===== src/rtl/restart_record_reader_if.sv =====
`default_nettype none
// ============================================================================
// Module   : restart_record_reader_if
// Brief    : Request/status and TPSRAM port bundle for restart_record_reader.
// Revision : 1.0
// ============================================================================
interface restart_record_reader_if;
   logic       i_start;
   logic       o_busy;
   logic       o_done;
   logic       o_valid;
   logic [7:0] o_status;
   logic [7:0] o_image_idx;
   logic [7:0] o_restart_cnt;
   logic [5:0] o_TPSRAM_RADDR_sv;
   logic       o_TPSRAM_REN;
   logic [7:0] i_TPSRAM_RD_sv;
   logic [5:0] o_TPSRAM_WADDR_sv;
   logic [7:0] o_TPSRAM_WD;
   logic       o_TPSRAM_WEN;

   // slave: the reader itself
   modport slave (
      input  i_start, i_TPSRAM_RD_sv,
      output o_busy, o_done, o_valid, o_status, o_image_idx, o_restart_cnt,
             o_TPSRAM_RADDR_sv, o_TPSRAM_REN,
             o_TPSRAM_WADDR_sv, o_TPSRAM_WD, o_TPSRAM_WEN
   );

   // master: requester plus RAM side
   modport master (
      output i_start, i_TPSRAM_RD_sv,
      input  o_busy, o_done, o_valid, o_status, o_image_idx, o_restart_cnt,
             o_TPSRAM_RADDR_sv, o_TPSRAM_REN,
             o_TPSRAM_WADDR_sv, o_TPSRAM_WD, o_TPSRAM_WEN
   );
endinterface
`default_nettype wire


===== src/rtl/restart_record_reader.sv =====
`default_nettype none
// ============================================================================
// Module   : restart_record_reader
// Brief    : Reads a 6-byte restart record from TPSRAM, checks magic and XOR
//            checksum, reports its fields. Define RESTART_RECORD_CLEAR_EN to
//            erase the magic of a valid record after reading it.
// Revision : 1.0
// ============================================================================
module restart_record_reader #(
   parameter logic [5:0] BASE_ADDR = 6'd0,
   parameter logic [7:0] MAGIC0    = 8'hA5,
   parameter logic [7:0] MAGIC1    = 8'h5A
) (
   input  wire logic              CLK,
   input  wire logic              RESETn,
   restart_record_reader_if.slave bus
);

   localparam logic [2:0] c_IDLE  = 3'd0;
   localparam logic [2:0] c_READ  = 3'd1;
   localparam logic [2:0] c_CHECK = 3'd2;
`ifdef RESTART_RECORD_CLEAR_EN
   localparam logic [2:0] c_CLEAR = 3'd3;
`endif
   localparam logic [2:0] c_DONE  = 3'd4;

   logic [2:0] r_state;
   logic [2:0] r_cnt;
   logic [7:0] r_byte0;
   logic [7:0] r_byte1;
   logic [7:0] r_status_cap;
   logic [7:0] r_idx_cap;
   logic [7:0] r_rcnt_cap;
   logic [7:0] r_xor;
   logic       r_valid;
   logic [7:0] r_status;
   logic [7:0] r_image_idx;
   logic [7:0] r_restart_cnt;

   logic       w_rec_ok;
   logic       w_load;
   logic       w_ren;
   logic [5:0] w_raddr;

   assign w_rec_ok = (r_byte0 == MAGIC0) && (r_byte1 == MAGIC1) && (r_xor == 8'h00);

   // Result registers are loaded on the edge that enters DONE.
`ifdef RESTART_RECORD_CLEAR_EN
   assign w_load = ((r_state == c_CHECK) && !w_rec_ok) ||
                   ((r_state == c_CLEAR) && (r_cnt == 3'd1));
`else
   assign w_load = (r_state == c_CHECK);
`endif

   always_ff @(posedge CLK or negedge RESETn) begin
      if (!RESETn) begin
         r_state       <= c_IDLE;
         r_cnt         <= 3'd0;
         r_byte0       <= 8'h00;
         r_byte1       <= 8'h00;
         r_status_cap  <= 8'h00;
         r_idx_cap     <= 8'h00;
         r_rcnt_cap    <= 8'h00;
         r_xor         <= 8'h00;
         r_valid       <= 1'b0;
         r_status      <= 8'h00;
         r_image_idx   <= 8'h00;
         r_restart_cnt <= 8'h00;
      end else begin
         case (r_state)
            c_IDLE: begin
               if (bus.i_start) begin
                  r_state <= c_READ;
                  r_cnt   <= 3'd0;
                  r_xor   <= 8'h00;
               end
            end
            c_READ: begin
               // Read data lags the address by one cycle: count k holds byte k-1.
               if (r_cnt != 3'd0) begin
                  r_xor <= r_xor ^ bus.i_TPSRAM_RD_sv;
                  case (r_cnt)
                     3'd1:    r_byte0      <= bus.i_TPSRAM_RD_sv;
                     3'd2:    r_byte1      <= bus.i_TPSRAM_RD_sv;
                     3'd3:    r_status_cap <= bus.i_TPSRAM_RD_sv;
                     3'd4:    r_idx_cap    <= bus.i_TPSRAM_RD_sv;
                     3'd5:    r_rcnt_cap   <= bus.i_TPSRAM_RD_sv;
                     default: ;
                  endcase
               end
               if (r_cnt == 3'd6) begin
                  r_state <= c_CHECK;
                  r_cnt   <= 3'd0;
               end else begin
                  r_cnt <= r_cnt + 3'd1;
               end
            end
            c_CHECK: begin
`ifdef RESTART_RECORD_CLEAR_EN
               if (w_rec_ok) begin
                  r_state <= c_CLEAR;
                  r_cnt   <= 3'd0;
               end else begin
                  r_state <= c_DONE;
               end
`else
               r_state <= c_DONE;
`endif
            end
`ifdef RESTART_RECORD_CLEAR_EN
            c_CLEAR: begin
               if (r_cnt == 3'd1) begin
                  r_state <= c_DONE;
                  r_cnt   <= 3'd0;
               end else begin
                  r_cnt <= r_cnt + 3'd1;
               end
            end
`endif
            c_DONE:  r_state <= c_IDLE;
            default: r_state <= c_IDLE;
         endcase

         if (w_load) begin
            r_valid       <= w_rec_ok;
            r_status      <= w_rec_ok ? r_status_cap : 8'h00;
            r_image_idx   <= w_rec_ok ? r_idx_cap    : 8'h00;
            r_restart_cnt <= w_rec_ok ? r_rcnt_cap   : 8'h00;
         end
      end
   end

   always_comb begin
      w_ren   = (r_state == c_READ) && (r_cnt != 3'd6);
      w_raddr = 6'd0;
      if (w_ren) begin
         w_raddr = BASE_ADDR + {3'b000, r_cnt};
      end
   end

   assign bus.o_TPSRAM_REN      = w_ren;
   assign bus.o_TPSRAM_RADDR_sv = w_raddr;

`ifdef RESTART_RECORD_CLEAR_EN
   logic       w_wen;
   logic [5:0] w_waddr;

   always_comb begin
      w_wen   = (r_state == c_CLEAR);
      w_waddr = 6'd0;
      if (w_wen) begin
         w_waddr = BASE_ADDR + {3'b000, r_cnt};
      end
   end

   assign bus.o_TPSRAM_WEN      = w_wen;
   assign bus.o_TPSRAM_WADDR_sv = w_waddr;
`else
   assign bus.o_TPSRAM_WEN      = 1'b0;
   assign bus.o_TPSRAM_WADDR_sv = 6'd0;
`endif
   assign bus.o_TPSRAM_WD       = 8'h00;

   assign bus.o_busy        = (r_state != c_IDLE);
   assign bus.o_done        = (r_state == c_DONE);
   assign bus.o_valid       = r_valid;
   assign bus.o_status      = r_status;
   assign bus.o_image_idx   = r_image_idx;
   assign bus.o_restart_cnt = r_restart_cnt;

endmodule
`default_nettype wire

===== src/flat_wrapper.sv =====
// flat-port wrapper written by rule: the top's interface ports become plain ports
module restart_record_reader_flat 
#(
   parameter logic [5:0] BASE_ADDR = 6'd0,
   parameter logic [7:0] MAGIC0    = 8'hA5,
   parameter logic [7:0] MAGIC1    = 8'h5A
)
  (CLK, RESETn, bus_i_start, bus_i_TPSRAM_RD_sv, bus_o_busy, bus_o_done, bus_o_valid, bus_o_status, bus_o_image_idx, bus_o_restart_cnt, bus_o_TPSRAM_RADDR_sv, bus_o_TPSRAM_REN, bus_o_TPSRAM_WADDR_sv, bus_o_TPSRAM_WD, bus_o_TPSRAM_WEN);
  restart_record_reader_if bus_i ();
  input  wire logic CLK;
  input  wire logic RESETn;
  input wire logic [$bits(bus_i.i_start)-1:0] bus_i_start;
  input wire logic [$bits(bus_i.i_TPSRAM_RD_sv)-1:0] bus_i_TPSRAM_RD_sv;
  output wire logic [$bits(bus_i.o_busy)-1:0] bus_o_busy;
  output wire logic [$bits(bus_i.o_done)-1:0] bus_o_done;
  output wire logic [$bits(bus_i.o_valid)-1:0] bus_o_valid;
  output wire logic [$bits(bus_i.o_status)-1:0] bus_o_status;
  output wire logic [$bits(bus_i.o_image_idx)-1:0] bus_o_image_idx;
  output wire logic [$bits(bus_i.o_restart_cnt)-1:0] bus_o_restart_cnt;
  output wire logic [$bits(bus_i.o_TPSRAM_RADDR_sv)-1:0] bus_o_TPSRAM_RADDR_sv;
  output wire logic [$bits(bus_i.o_TPSRAM_REN)-1:0] bus_o_TPSRAM_REN;
  output wire logic [$bits(bus_i.o_TPSRAM_WADDR_sv)-1:0] bus_o_TPSRAM_WADDR_sv;
  output wire logic [$bits(bus_i.o_TPSRAM_WD)-1:0] bus_o_TPSRAM_WD;
  output wire logic [$bits(bus_i.o_TPSRAM_WEN)-1:0] bus_o_TPSRAM_WEN;
  assign bus_i.i_start = bus_i_start;
  assign bus_i.i_TPSRAM_RD_sv = bus_i_TPSRAM_RD_sv;
  assign bus_o_busy = bus_i.o_busy;
  assign bus_o_done = bus_i.o_done;
  assign bus_o_valid = bus_i.o_valid;
  assign bus_o_status = bus_i.o_status;
  assign bus_o_image_idx = bus_i.o_image_idx;
  assign bus_o_restart_cnt = bus_i.o_restart_cnt;
  assign bus_o_TPSRAM_RADDR_sv = bus_i.o_TPSRAM_RADDR_sv;
  assign bus_o_TPSRAM_REN = bus_i.o_TPSRAM_REN;
  assign bus_o_TPSRAM_WADDR_sv = bus_i.o_TPSRAM_WADDR_sv;
  assign bus_o_TPSRAM_WD = bus_i.o_TPSRAM_WD;
  assign bus_o_TPSRAM_WEN = bus_i.o_TPSRAM_WEN;
  restart_record_reader #(.BASE_ADDR(BASE_ADDR), .MAGIC0(MAGIC0), .MAGIC1(MAGIC1)) u_core (.CLK(CLK), .RESETn(RESETn), .bus(bus_i));
endmodule

===== config.mk =====
export PLATFORM = sky130hd
export DESIGN_NAME = restart_record_reader_flat
export DESIGN_NICKNAME = d
export VERILOG_FILES = /design/src/rtl/restart_record_reader_if.sv /design/src/rtl/restart_record_reader.sv /design/src/flat_wrapper.sv
export SDC_FILE = /design/constraint.sdc
export NUM_CORES = 1
export LEC_CHECK = 0
export ABC_AREA = 1
export CORE_MARGIN = 1
export CORE_UTILIZATION = 40
export CTS_BUF_LIST = sky130_fd_sc_hd__clkbuf_8 sky130_fd_sc_hd__clkbuf_16
export DETAILED_ROUTE_END_ITERATION = 16
export PLACE_DENSITY = 0.71
export SLEW_MARGIN = 25
export SYNTH_ARGS = -nofsm -noshare
export SYNTH_HDL_FRONTEND = slang
export SYNTH_SLANG_ARGS = --single-unit

===== constraint.sdc =====
create_clock -name CLK -period 1.3 [get_ports CLK]
set_input_delay 0.26 -clock CLK [delete_from_list [all_inputs] [get_ports CLK]]
set_output_delay 0.26 -clock CLK [all_outputs]
set_load 0.005 [all_outputs]

# Word-level counts from Yosys, hierarchy flattened

Index checks and enable logic that the tools add are counted.
Widths: inputs -> output; s select.

Logic and storage cells: 58
Register bits: 79
Input bits: 11
Output and inout bits: 49

Bitwise logic cells: 1
Equal/unequal tests: 15
Mux-type cells: 13
Add/sub/neg operators: 1
Reduce and logical (&&, ||, !) cells: 16

Operator list:

| cell                | count |
|---|---|
| $mux 8              | 5 |
| $reduce_and 3->1    | 6 |
| $pmux 8 s2          | 1 |
| $mux 3              | 5 |
| $eq 3x3->1 const B  | 4 |
| $eq 3x2->1 const B  | 3 |
| $pmux 3 s3          | 1 |
| $eq 8x7->1 const B  | 1 |
| $eq 8x8->1 const B  | 1 |
| $logic_not 8->1     | 1 |
| $xor 8x8->8         | 1 |
| $eq 3x1->1 const B  | 2 |
| $pmux 3 s2          | 1 |
| $reduce_bool 3->1   | 2 |
| $ne 2x1->1 const B  | 2 |
| $reduce_and 2->1    | 2 |
| $add 3x1->3 const B | 1 |
| $logic_and 1x1->1   | 3 |
| $logic_not 3->1     | 1 |
| $ne 3x3->1 const B  | 1 |
| $ne 2x2->1 const B  | 1 |
| $reduce_bool 2->1   | 1 |

# Depth between registers and ports, before layout

Gate-level depths: netlist of run 1.

Word-level depth: 4
Depth in mapped cells: 8
Depth with buffers taken out: 7

# Worst setup path before layout of run 1

Ideal clock, no wire load.

Kind: reg-to-reg
Start: register u_core.r_state[1]
End: register u_core.r_byte0[6]
Path slack: 0.050 ns
Data required time: 1.176 ns
Path buffers: 1
Data arrival time: 1.126 ns
Cell stages (with the launch flop): 8
Library setup time: 0.124 ns
Clock period less this slack: 1.250 ns
Path through: dfrtp_1 -> inv_2 -> nand3_1 -> inv_2 -> nand3_2 -> buf_2 -> nand2_1 -> o21ai_1

Word-level cells in the longest chain between the ends: 2

RTL lines:

| element                    | RTL line                    | RTL |
|---|---|---|
| start, declared            | restart_record_reader.sv:27 | `logic [2:0] r_state;` |
| start signal, assigned     | restart_record_reader.sv:57 | `r_state <= c_IDLE;` |
| start signal, assigned     | restart_record_reader.sv:73 | `r_state <= c_READ;` |
| start signal, assigned     | restart_record_reader.sv:92 | `r_state <= c_CHECK;` |
| $eq 3x1->1                 | restart_record_reader.sv:70 | `case (r_state)` |
| $reduce_and 3->1 (no line) | n/a                         |  |
| end signal, assigned       | restart_record_reader.sv:83 | `3'd1: r_byte0 <= bus.i_TPSRAM_RD_sv;` |
| end, declared              | restart_record_reader.sv:29 | `logic [7:0] r_byte0;` |

Every way passes these cells.
A chain may end at the register's enable or synchronous reset.

# Final worst setup path of run 1

Start: register u_core.r_state[1]
End: output bus_o_TPSRAM_RADDR_sv[0]

Word-level cells in the longest chain between the ends: 3

RTL lines:

| element           | RTL line                     | RTL |
|---|---|---|
| $eq 3x1->1        | restart_record_reader.sv:134 | `w_ren = (r_state == c_READ) && (r_cnt != 3'd6);` |
| $logic_and 1x1->1 | restart_record_reader.sv:134 |  |
| $mux 3            | restart_record_reader.sv:136 | `if (w_ren) begin` |
| end, declared     | flat_wrapper.sv:20           | `output wire logic [$bits(bus_i.o_TPSRAM_RADDR_sv)-1:0] bus_o_TPSRAM_RADDR_sv;` |

Every way passes these cells.

==> run metrics, run 1 <==
final cell area excluding filler cells 5400 um^2; Core Region 8680 um^2; vias after detailed routing 3236; gr ovfl total 0; first drt pass iteration count 4; first-pass GRT wire length 15500 um; H-tree levels 3; ANT cells 0; # fillers 666; number of I/O pins 60; adder-cell share of the synthesized area 0.00351; Die Ht 96.5 um; hpwl dp 5440 um; P_sw 4.33 mW; Avg Vias per Cell 5.03; Worst Path Class, Setup flop to output port; simple-gate portion of the synthesized area 0.262; final setup vio count 81; crit-path max FO 5; layout overhead on the synthesized area 51.2%; switching share of power 0.400; GPL Wtd Cong 0.851; # nets final 542; Reg power frac 0.363; die area 9310 um^2; Fmax 639 MHz; DRC errors left 0; pwr/cell area 2010 nW/um^2; Comb pwr share 0.446; #FFs+latches synth 79; post-route ant nets 0; Port Buffers 41; layout cells sized above 1 0.389; Post-DP Area 4280 um^2; VDD IR max 0.956 mV; Worst Hold Class input pin to asynchronous set/reset pin; Total GRT Usage 0.227; Worst setup EP type output port; std cell rows 34; status finished, violations left; Worst Skew 10.8 ps; Num CTS Buffers 9; CTS tree yes; endpoints failing hold 0; Starting Density 0.411; largest family of logic cells by synthesized area simple AND/OR/NAND/NOR gates; Post-Syn Instances 411; internal power 6.50 mW; fin crit period 1560 ps; failing checks negative setup slack; fin crit share 1.20; critical path required time 1040 ps; post-DR wirelength/cell 15.7 um; post-synthesis compound-gate area fraction 0.0796; worst setup margin -264 ps; CP Data Arrival Time 1300 ps; final hold slack 399 ps; clock share of power 0.191; Yosys warning total 0; Synth Cell Area 3570 um^2; Slew Viols, Final 0; Place WS -327 ps; initial antenna violation count 0; Clock Path Buffers 2; Clock Latency Late Sink 360 ps; DIE WIDTH 96.5 um; Slowest cell on crit path dfrtp_1; element type at the critical path start flop; Cell variety after synth 29; Clock Tree Root clkbuf_8; Max Cap Viol 0; Setup TNS Final -8420 ps; mean area per synthesized cell 8.69 um^2; Synth Area in XOR/XNOR 0; CP max stage delay 400 ps; final wirelength 10100 um; critical-path cell list inv_2 > nand3_4 > inv_4 > nand2_4 > nor2_2 > buf_2; RSZ-0062 raised after global routing true; Sink Count 79; Leakage Power 2.75 nW; vias in the first global route 3156; initial DRC count 151; largest net degree at the start of global routing 33; Clk pin slew, worst setup/hold paths 90 ps; Seq/Total Area, Yosys 0.554; mux share of post-synthesis cell area 0
synthesized netlist by cell type:
master | number | area (um^2)
clkbuf_1 | 2 | 7.51
nor2_2 | 2 | 12.5
nand2_1 | 143 | 537
dfrtp_1 | 79 | 1980
ha_1 | 1 | 12.5
nand2_2 | 2 | 12.5
nand4_1 | 1 | 6.26
buf_4 | 21 | 158
o21ai_1 | 30 | 150
a21oi_1 | 6 | 30.0
nand3_1 | 26 | 130
nand2_4 | 2 | 22.5
nor2_4 | 3 | 33.8
nor2_1 | 25 | 93.8
buf_2 | 4 | 20.0
o22ai_1 | 1 | 6.26
buf_6 | 2 | 22.5
a21oi_2 | 2 | 17.5
conb_1 | 1 | 3.75
nor3_1 | 1 | 5.00
nand3_2 | 4 | 40.0
buf_8 | 1 | 15.0
nor2_8 | 1 | 20.0
o211ai_1 | 1 | 7.51
nand4_4 | 1 | 21.3
inv_1 | 29 | 109
o21ai_0 | 11 | 55.1
inv_2 | 7 | 26.3
o21ai_2 | 2 | 17.5
layer usage:
metal / up-vias / track usage / wire length, um
met5: - / 0 / 0
met4: 0 / 0.0895 / 327
met2: 120 / 0.382 / 4970
met3: 26 / 0.0383 / 503
met1: 1579 / 0.291 / 4320
li1: 1511 / - / -
worst paths after layout:
check	start	endpoint	slack (ps)	cells past startpoint
worst max register to register	u_core.r_cnt[0]$_DFFE_PN0P_	u_core.r_rcnt_cap[2]$_DFFE_PN0P_	-210	8
max in group asynchronous	RESETn	u_core.r_xor[4]$_DFFE_PN0P_	380	3
worst max-delay path	u_core.r_state[1]$_DFFE_PN0P_	bus_o_TPSRAM_RADDR_sv[0]	-260	6
worst min register to register	u_core.bus.o_valid$_DFFE_PN0P_	u_core.bus.o_valid$_DFFE_PN0P_	480	2
worst min-delay path	RESETn	u_core.bus.o_restart_cnt[0]$_DFFE_PN0P_	400	2
min in group CLK	u_core.bus.o_valid$_DFFE_PN0P_	u_core.bus.o_valid$_DFFE_PN0P_	480	2
power groups by stage:
stage	sequential, mW	clock [mW]	combinational (mW)
floorplan	3.63	0	2.06
global placement	3.71	0	3.00
detailed placement	3.74	0	3.11
CTS	3.81	2.06	3.99
global route	4.01	2.21	5.22
finish	3.93	2.07	4.83
cells in the final DEF (no fill, tap or decap), types with 9 or more instances in the layout:
cell type | netlist | routed
nor2_1 | 25 | 10
nand3_2 | 4 | 14
nand2_2 | 2 | 23
inv_2 | 7 | 14
clkdlybuf4s50_1 | 0 | 9
nand3_4 | 0 | 9
nand2_1 | 143 | 118
buf_12 | 0 | 9
buf_4 | 21 | 48
dlygate4sd2_1 | 0 | 17
conb_1 | 1 | 18
clkbuf_8 | 0 | 10
o21ai_1 | 30 | 28
inv_1 | 29 | 20
nor2_4 | 3 | 13
dfrtp_1 | 79 | 79
buf_6 | 2 | 15
per-stage QoR:
step                       util  total power, mW  std cells
after global routing      0.622             11.4        643
final                     0.622             10.8        643
after CTS                 0.591             9.86        637
after detailed placement  0.493             6.86        579
after global placement    0.493             6.71        579
after floorplan               -             5.70        428
logic make-up (layout without fill, tap and decap cells):
kind of cell               after synthesis  count (layout)
and+or+nand+nor                        211             215
buffers and inverters                   66             169
other                                    1              18
AOI/OAI and AO/OA                       53              53
adders and majority gates                1               1
DFF                                     79              79
cell type report:
class	instances	area [um^2]	share of cell area
clock buffers	10	138	0.0255
inverters	36	143	0.0264
well taps	108	135	0.0250
clock inverters	6	85.1	0.0158
flip-flops and latches	79	1980	0.366
multi-input cells	287	1750	0.324
repair buffers	117	1170	0.217
state kept, by name, summed over array words and instances, names as in the netlist:
register                  count
u_core.r_byte1                8
u_core.r_byte0                8
u_core.bus.o_valid            1
u_core.r_idx_cap              8
u_core.r_cnt                  3
u_core.bus.o_restart_cnt      8
u_core.r_state                3
u_core.bus.o_status           8
u_core.bus.o_image_idx        8
u_core.r_status_cap           8
u_core.r_rcnt_cap             8
u_core.r_xor                  8
worst max-delay path, delay by kind of cell (launching register included):
family	cells	cell delay (ps)
flip-flops	1	400
buffers and inverters	3	290
AND/OR/NAND/NOR	3	250
what timing repair did:
action	CTS	global route
endpoints found under the setup margin	89	94
pin swaps	50	34
hold endpoints to repair	29	0
setup buffers	34	11
hold buffers	1	0
gates resized for setup	119	78
gates cloned	8	2
Power figures use the tool's default switching activity.
==> run 2: changes to the inputs <==
--- a/config.mk
+++ b/config.mk
@@ -11,6 +11,7 @@
 export CTS_BUF_LIST = sky130_fd_sc_hd__clkbuf_8 sky130_fd_sc_hd__clkbuf_16
 export DETAILED_ROUTE_END_ITERATION = 16
 export PLACE_DENSITY = 0.71
+export RECOVER_POWER = 25
 export SLEW_MARGIN = 25
 export SYNTH_ARGS = -nofsm -noshare
 export SYNTH_HDL_FRONTEND = slang
==> run 2 against run 1 <==
  * The flow still finishes with violations (negative setup slack)
  * Clock-buffer cell count unchanged
  * Maximum frequency did not move
  * First-iteration DRC count is the same
  * Total power about the same
  * Worst setup slack did not move
  * Non-clock buffer count unchanged
  * Critical endpoint unchanged
==> run metrics, run 2 (same netlist as run 1, synthesis figures left out) <==
RSZ-0062 raised after global routing true (unchanged); placed cell count 579 (unchanged); Core Region 8680 um^2 (unchanged); Fmax 639 MHz (unchanged); commonest non-fill, non-tap cell in the layout nand2_1 (unchanged); Worst Skew 10.8 ps (unchanged); RR Endpoint u_core.r_rcnt_cap[2]$_DFFE_PN0P_ (unchanged); hold path cells 2; critical path required time 1040 ps (about the same); P_sw 4.33 mW (about the same); initial antenna violation count 0 (unchanged); H-tree levels 3 (unchanged); DIE WIDTH 96.5 um (unchanged); layout cells sized above 1 0.389 (unchanged); worst setup margin -264 ps (unchanged); Clk pin slew, worst setup/hold paths 80 ps (was 90 ps); Place WS -327 ps (unchanged); Comb pwr share 0.446 (about the same); final setup vio count 81 (unchanged); Slew Viols, Final 0 (unchanged); Reg power frac 0.363 (about the same); initial DRC count 151 (unchanged); gr ovfl total 0 (unchanged); CTS tree yes (unchanged); Worst Hold Class flop to flop (was input pin to asynchronous set/reset pin); Hold EP u_core.bus.o_valid$_DFFE_PN0P_; hold wc startpoint u_core.bus.o_valid$_DFFE_PN0P_; post-route insts no fill 643 (unchanged); Clock Tree Root clkbuf_8 (unchanged); reg-to-reg setup timing slack -210 ps (about the same); Met3 Wirelength 503 um (unchanged); VDD IR max 0.956 mV (about the same); max layer used met4 (unchanged); GPL Wtd Cong 0.851 (unchanged); Max Cap Viol 0 (unchanged); status finished, violations left (unchanged); Port Buffers 41 (unchanged); post-route ant nets 0 (unchanged); worst slew pin tran 901 ps; CP Data Arrival Time 1300 ps (about the same); Num CTS Buffers 9 (unchanged); switching share of power 0.400 (about the same); Total GRT Usage 0.227 (unchanged); Clock Latency Late Sink 360 ps (about the same); Worst setup EP type output port (unchanged); met2 wire length 4970 um (unchanged); Avg Vias per Cell 5.03 (unchanged); ANT cells 0 (unchanged); fin util 0.622 (about the same); total power 10.8 mW (about the same); endpoints failing hold 0 (unchanged); Setup TNS Final -8420 ps (about the same); std cell rows 34 (unchanged); Sink Count 79 (unchanged); Clock Path Buffers 2 (unchanged); first drt pass iteration count 4 (unchanged); post-DR wirelength/cell 15.7 um (about the same); # nets final 542 (unchanged); vias in the first global route 3156 (unchanged); wl on met1 4320 um (about the same); fin crit period 1560 ps (unchanged); largest net degree at the start of global routing 33 (unchanged); layout overhead on the synthesized area 51.2% (about the same); leading cell types in the layout, fill and taps excluded nand2_1 (118), dfrtp_1 (79), buf_4 (47) (was nand2_1 (118), dfrtp_1 (79), buf_4 (48)); Leakage Power 2.75 nW (about the same); # fillers 667 (was 666); DRC errors left 0 (unchanged); Reg area 1980 um^2 (unchanged); worst r2r src u_core.r_cnt[0]$_DFFE_PN0P_ (unchanged); die area 9310 um^2 (unchanged); failing checks negative setup slack (unchanged); multi-input logic area 1750 um^2 (unchanged); pwr/cell area 2010 nW/um^2 (about the same); crit-path max FO 5 (unchanged); worst reg-to-reg path cell count 8 (unchanged); Slew Limit Headroom 0.399; CP Launch Point u_core.r_state[1]$_DFFE_PN0P_ (unchanged); number of I/O pins 60 (unchanged); internal power 6.50 mW (about the same); vias after detailed routing 3236 (unchanged); Worst Path Class, Setup flop to output port (unchanged); Starting Density 0.411 (unchanged); fin crit share 1.20 (unchanged); final wirelength 10100 um (about the same); Die Ht 96.5 um (unchanged); clock share of power 0.191 (about the same); element type at the critical path start flop (unchanged); hpwl dp 5440 um (unchanged); first-pass GRT wire length 15500 um (unchanged)
-- run 2: cell count changes in the layout (fill, tap and decap cells not counted) --
cell and delta:
buf_4 -1, clkbuf_2 +1
-- run 2: critical path: stages, from the launching register on --
cell	delay, ps
dfrtp_1	400
inv_2	90
nand3_4	90
inv_4	80
nand2_4	70
nor2_2	90
buf_2	120
-- run 2: worst max path at each step --
stage,end,cells after the start
floorplan,u_core.r_byte0[6]$_DFFE_PN0P_,7
global placement,bus_o_TPSRAM_RADDR_sv[0],6
detailed placement,bus_o_TPSRAM_RADDR_sv[1],6
CTS,bus_o_TPSRAM_RADDR_sv[1],6
global route,bus_o_TPSRAM_RADDR_sv[1],6
finish,bus_o_TPSRAM_RADDR_sv[0],6
-- run 2: per-layer routing --
metal  global-route usage  up-vias
li1                     -     1511
met1                0.291     1579
met2                0.382      120
met3               0.0383       26
met4               0.0895        0
met5                    0        -
-- run 2: what timing repair did --
action,4_1_cts,5_1_grt
resized for setup,119,78
gates cloned,8,2
endpoints found under the hold margin,29,0
pin swaps,50,34
buffers inserted,34,11
setup endpoints to repair,89,94
hold buffers,1,0
-- run 2: cell type report --
cell class	count	area share
flip-flops and latches	79	0.366
multi-input cells	287	0.324
repair buffers	117	0.217
inverters	36	0.0264
clock buffers	10	0.0255
well taps	108	0.0250
clock inverters	6	0.0158
-- run 2: power groups by stage --
stage / logic [mW] / clock network, mW / registers (mW)
final: 4.83 / 2.07 / 3.93
after global routing: 5.22 / 2.21 / 4.01
after CTS: 3.99 / 2.06 / 3.81
after detailed placement: 3.11 / 0 / 3.74
after global placement: 3.00 / 0 / 3.71
after floorplan: 2.06 / 0 / 3.63
-- run 2: stage by stage --
stage	area, um^2	hold WS, ps
3_5_place_dp	4280	240
6_report	5400	476
3_3_place_gp	4280	236
4_1_cts	5120	414
2_1_floorplan	3630	-35.6
5_1_grt	5400	504
==> run 3: changes to the inputs <==
--- a/config.mk
+++ b/config.mk
@@ -6,11 +6,14 @@
 export NUM_CORES = 1
 export LEC_CHECK = 0
 export ABC_AREA = 1
+export CAP_MARGIN = 20
+export CELL_PAD_IN_SITES_DETAIL_PLACEMENT = 1
+export CELL_PAD_IN_SITES_GLOBAL_PLACEMENT = 1
 export CORE_MARGIN = 1
-export CORE_UTILIZATION = 40
-export CTS_BUF_LIST = sky130_fd_sc_hd__clkbuf_8 sky130_fd_sc_hd__clkbuf_16
+export CORE_UTILIZATION = 37
+export CTS_BUF_LIST = sky130_fd_sc_hd__clkbuf_8
 export DETAILED_ROUTE_END_ITERATION = 16
-export PLACE_DENSITY = 0.71
+export PLACE_DENSITY = 0.84
 export RECOVER_POWER = 25
 export SLEW_MARGIN = 25
 export SYNTH_ARGS = -nofsm -noshare
==> run 3 against run 2 <==
  * The run still ends with negative setup slack left
  * Worst setup slack got worse by 200 ps
  * Non-clock buffer count rose by 36
  * Register-to-register slack got worse by 250 ps
  * Critical path depth is 3 higher
  * Clock skew rose by 5.2 ps
  * Die area is 7.9% higher
  * Largest cell class is now multi-input gates
  * Highest routed layer unchanged
==> run metrics, run 3 (same netlist as run 1, synthesis figures left out) <==
ANT cells 0 (unchanged); crit-path max FO 8 (was 5); element type at the critical path start flop (unchanged); worst setup margin -463 ps (was -264 ps); GPL Wtd Cong 0.779 (was 0.851); worst r2r src u_core.r_cnt[0]$_DFFE_PN0P_ (unchanged); Avg Vias per Cell 5.55 (was 5.03); layout overhead on the synthesized area 72.8% (was 51.2%); die area 10000 um^2 (was 9310 um^2); std cell rows 35 (was 34); initial DRC count 228 (was 151); DIE WIDTH 100 um (was 96.5 um); Worst Hold Class input pin to asynchronous set/reset pin (was flop to flop); Starting Density 0.385 (was 0.411); fin crit share 1.36 (was 1.20); status finished, violations left (unchanged); final setup vio count 86 (was 81); Worst setup endpoint u_core.r_rcnt_cap[4]$_DFFE_PN0P_ (was bus_o_TPSRAM_RADDR_sv[0]); Worst setup EP type flop (was output port); VDD IR max 1.42 mV (was 0.956 mV); hpwl dp 6860 um (was 5440 um); layout cells sized above 1 0.518 (was 0.389); RSZ-0062 raised after global routing true (unchanged); critical path required time 1600 ps (was 1040 ps); vias after detailed routing 3879 (was 3236); failing checks negative setup slack (unchanged); leading cell types in the layout, fill and taps excluded nand2_1 (92), dfrtp_1 (78), buf_4 (75) (was nand2_1 (118), dfrtp_1 (79), buf_4 (47)); post-route ant nets 0 (unchanged); fin crit period 1760 ps (was 1560 ps); first-pass GRT wire length 22200 um (was 15500 um); first drt pass iteration count 5 (was 4); # nets final 578 (was 542); Worst Skew 15.9 ps (was 10.8 ps); Slew Viols, Final 0 (unchanged); Total GRT Usage 0.302 (was 0.227); post-DR wirelength/cell 26.8 um (was 15.7 um); Worst Path Class, Setup flop to flop (was flop to output port); CP Launch Point u_core.r_cnt[0]$_DFFE_PN0P_ (was u_core.r_state[1]$_DFFE_PN0P_); initial antenna violation count 0 (unchanged); DRC errors left 0 (unchanged); Num CTS Buffers 9 (unchanged); Sink Count 79 (unchanged); post-route insts no fill 699 (was 643); vias in the first global route 3951 (was 3156); Clk pin slew, worst setup/hold paths 110 ps (was 80 ps); worst slew pin tran 724 ps (was 901 ps); endpoints failing hold 0 (unchanged); Slew Limit Headroom 0.517 (was 0.399); placed cell count 605 (was 579); CTS tree yes (unchanged); final wirelength 18800 um (was 10100 um); commonest non-fill, non-tap cell in the layout nand2_1 (unchanged); CP Data Arrival Time 2060 ps (was 1300 ps); reg-to-reg setup timing slack -460 ps (was -210 ps); Clock Tree Root clkbuf_8 (unchanged); number of I/O pins 60 (unchanged); largest net degree at the start of global routing 27 (was 33); worst reg-to-reg path cell count 9 (was 8); Fmax 567 MHz (was 639 MHz); gr ovfl total 0 (unchanged); H-tree levels 3 (unchanged); Place WS -380 ps (was -327 ps); RR Endpoint u_core.r_rcnt_cap[4]$_DFFE_PN0P_ (was u_core.r_rcnt_cap[2]$_DFFE_PN0P_); pwr/cell area 2250 nW/um^2 (was 2010 nW/um^2); Leakage Power 3.00 nW (was 2.75 nW); Die Ht 100 um (was 96.5 um); Max Cap Viol 0 (unchanged); Clock Latency Late Sink 390 ps (was 360 ps); Core Region 9280 um^2 (was 8680 um^2); Port Buffers 41 (unchanged); Clock Path Buffers 2 (unchanged)
[run 3: cell count changes in the layout (fill, tap and decap cells not counted), sizes merged]
cell | before | now
buf | 80 | 114
bufinv | 2 | 3
clkbuf | 12 | 14
clkdlybuf4s15 | 8 | 21
dlygate4sd2 | 17 | 4
inv | 37 | 35
[run 3: layout make-up]
| cell class | count | area [um^2] |
|---|---|---|
| Clock inverter | 5 | 106 |
| Clock buffer | 10 | 138 |
| Timing Repair Buffer | 153 | 1550 |
| Sequential cell | 79 | 1980 |
| Fill cell | 996 | 3110 |
| Multi-Input combinational cell | 287 | 2090 |
| Tap cell | 129 | 161 |
| Inverter | 36 | 150 |
[run 3: how the worst min path moves through the flow]
stage          startpoint                                     to  slack, ps  depth (start not counted)
6_report           RESETn       u_core.r_rcnt_cap[1]$_DFFE_PN0P_        460                          2
3_3_place_gp       RESETn  u_core.bus.o_image_idx[3]$_DFFE_PN0P_        190                          1
3_5_place_dp       RESETn  u_core.bus.o_image_idx[3]$_DFFE_PN0P_        200                          1
4_1_cts            RESETn  u_core.bus.o_image_idx[3]$_DFFE_PN0P_        360                          2
5_1_grt            RESETn  u_core.bus.o_image_idx[3]$_DFFE_PN0P_        520                          2
2_1_floorplan      RESETn  u_core.bus.o_image_idx[0]$_DFFE_PN0P_        -40                          0
[run 3: per-layer routing]
metal / routed length [um] / track usage / vias to the layer above
met5: 0 / 0 / -
met3: 1020 / 0.0634 / 106
met4: 1420 / 0.142 / 0
met1: 6580 / 0.330 / 1971
met2: 9740 / 0.555 / 223
li1: - / - / 1579
[run 3: repair_timing]
action,in CTS,in global routing
resized for setup,130,178
endpoints found under the setup margin,105,108
hold buffers,1,0
cloned,8,4
pin swaps,42,69
setup buffers,33,41
endpoints found under the hold margin,22,0
[run 3: report_power, final]
group | total (mW) | leakage (nW) | switching (mW) | internal (mW)
combinational | 7.09 | 1.87 | 4.11 | 2.99
clock | 2.50 | 0.119 | 1.17 | 1.32
sequential | 4.30 | 1.01 | 1.05 | 3.25
total | 13.9 | 3.00 | 6.33 | 7.56
[run 3: metrics by stage]
| step | hold slack (ps) | instance area, um^2 | util | TNS, ps | power [mW] |
|---|---|---|---|---|---|
| 2_1_floorplan | -35.6 | 3630 | - | 0 | 5.70 |
| 3_3_place_gp | 193 | 4350 | 0.468 | -3220 | 6.80 |
| 3_5_place_dp | 196 | 4350 | 0.468 | -8620 | 7.10 |
| 4_1_cts | 361 | 5230 | 0.563 | -11270 | 11.1 |
| 5_1_grt | 516 | 6170 | 0.665 | -26360 | 14.3 |
| 6_report | 455 | 6170 | 0.665 | -23580 | 13.9 |
[run 3: worst max-delay path, cell delays in order, from the launching register on]
cell and delay [ps]:
dfrtp_1 440, buf_6 140, inv_6 40, buf_12 120, nor2_4 190, nand2_4 130
nor2_8 160, buf_12 180, nor2_2 60, a21oi_2 210
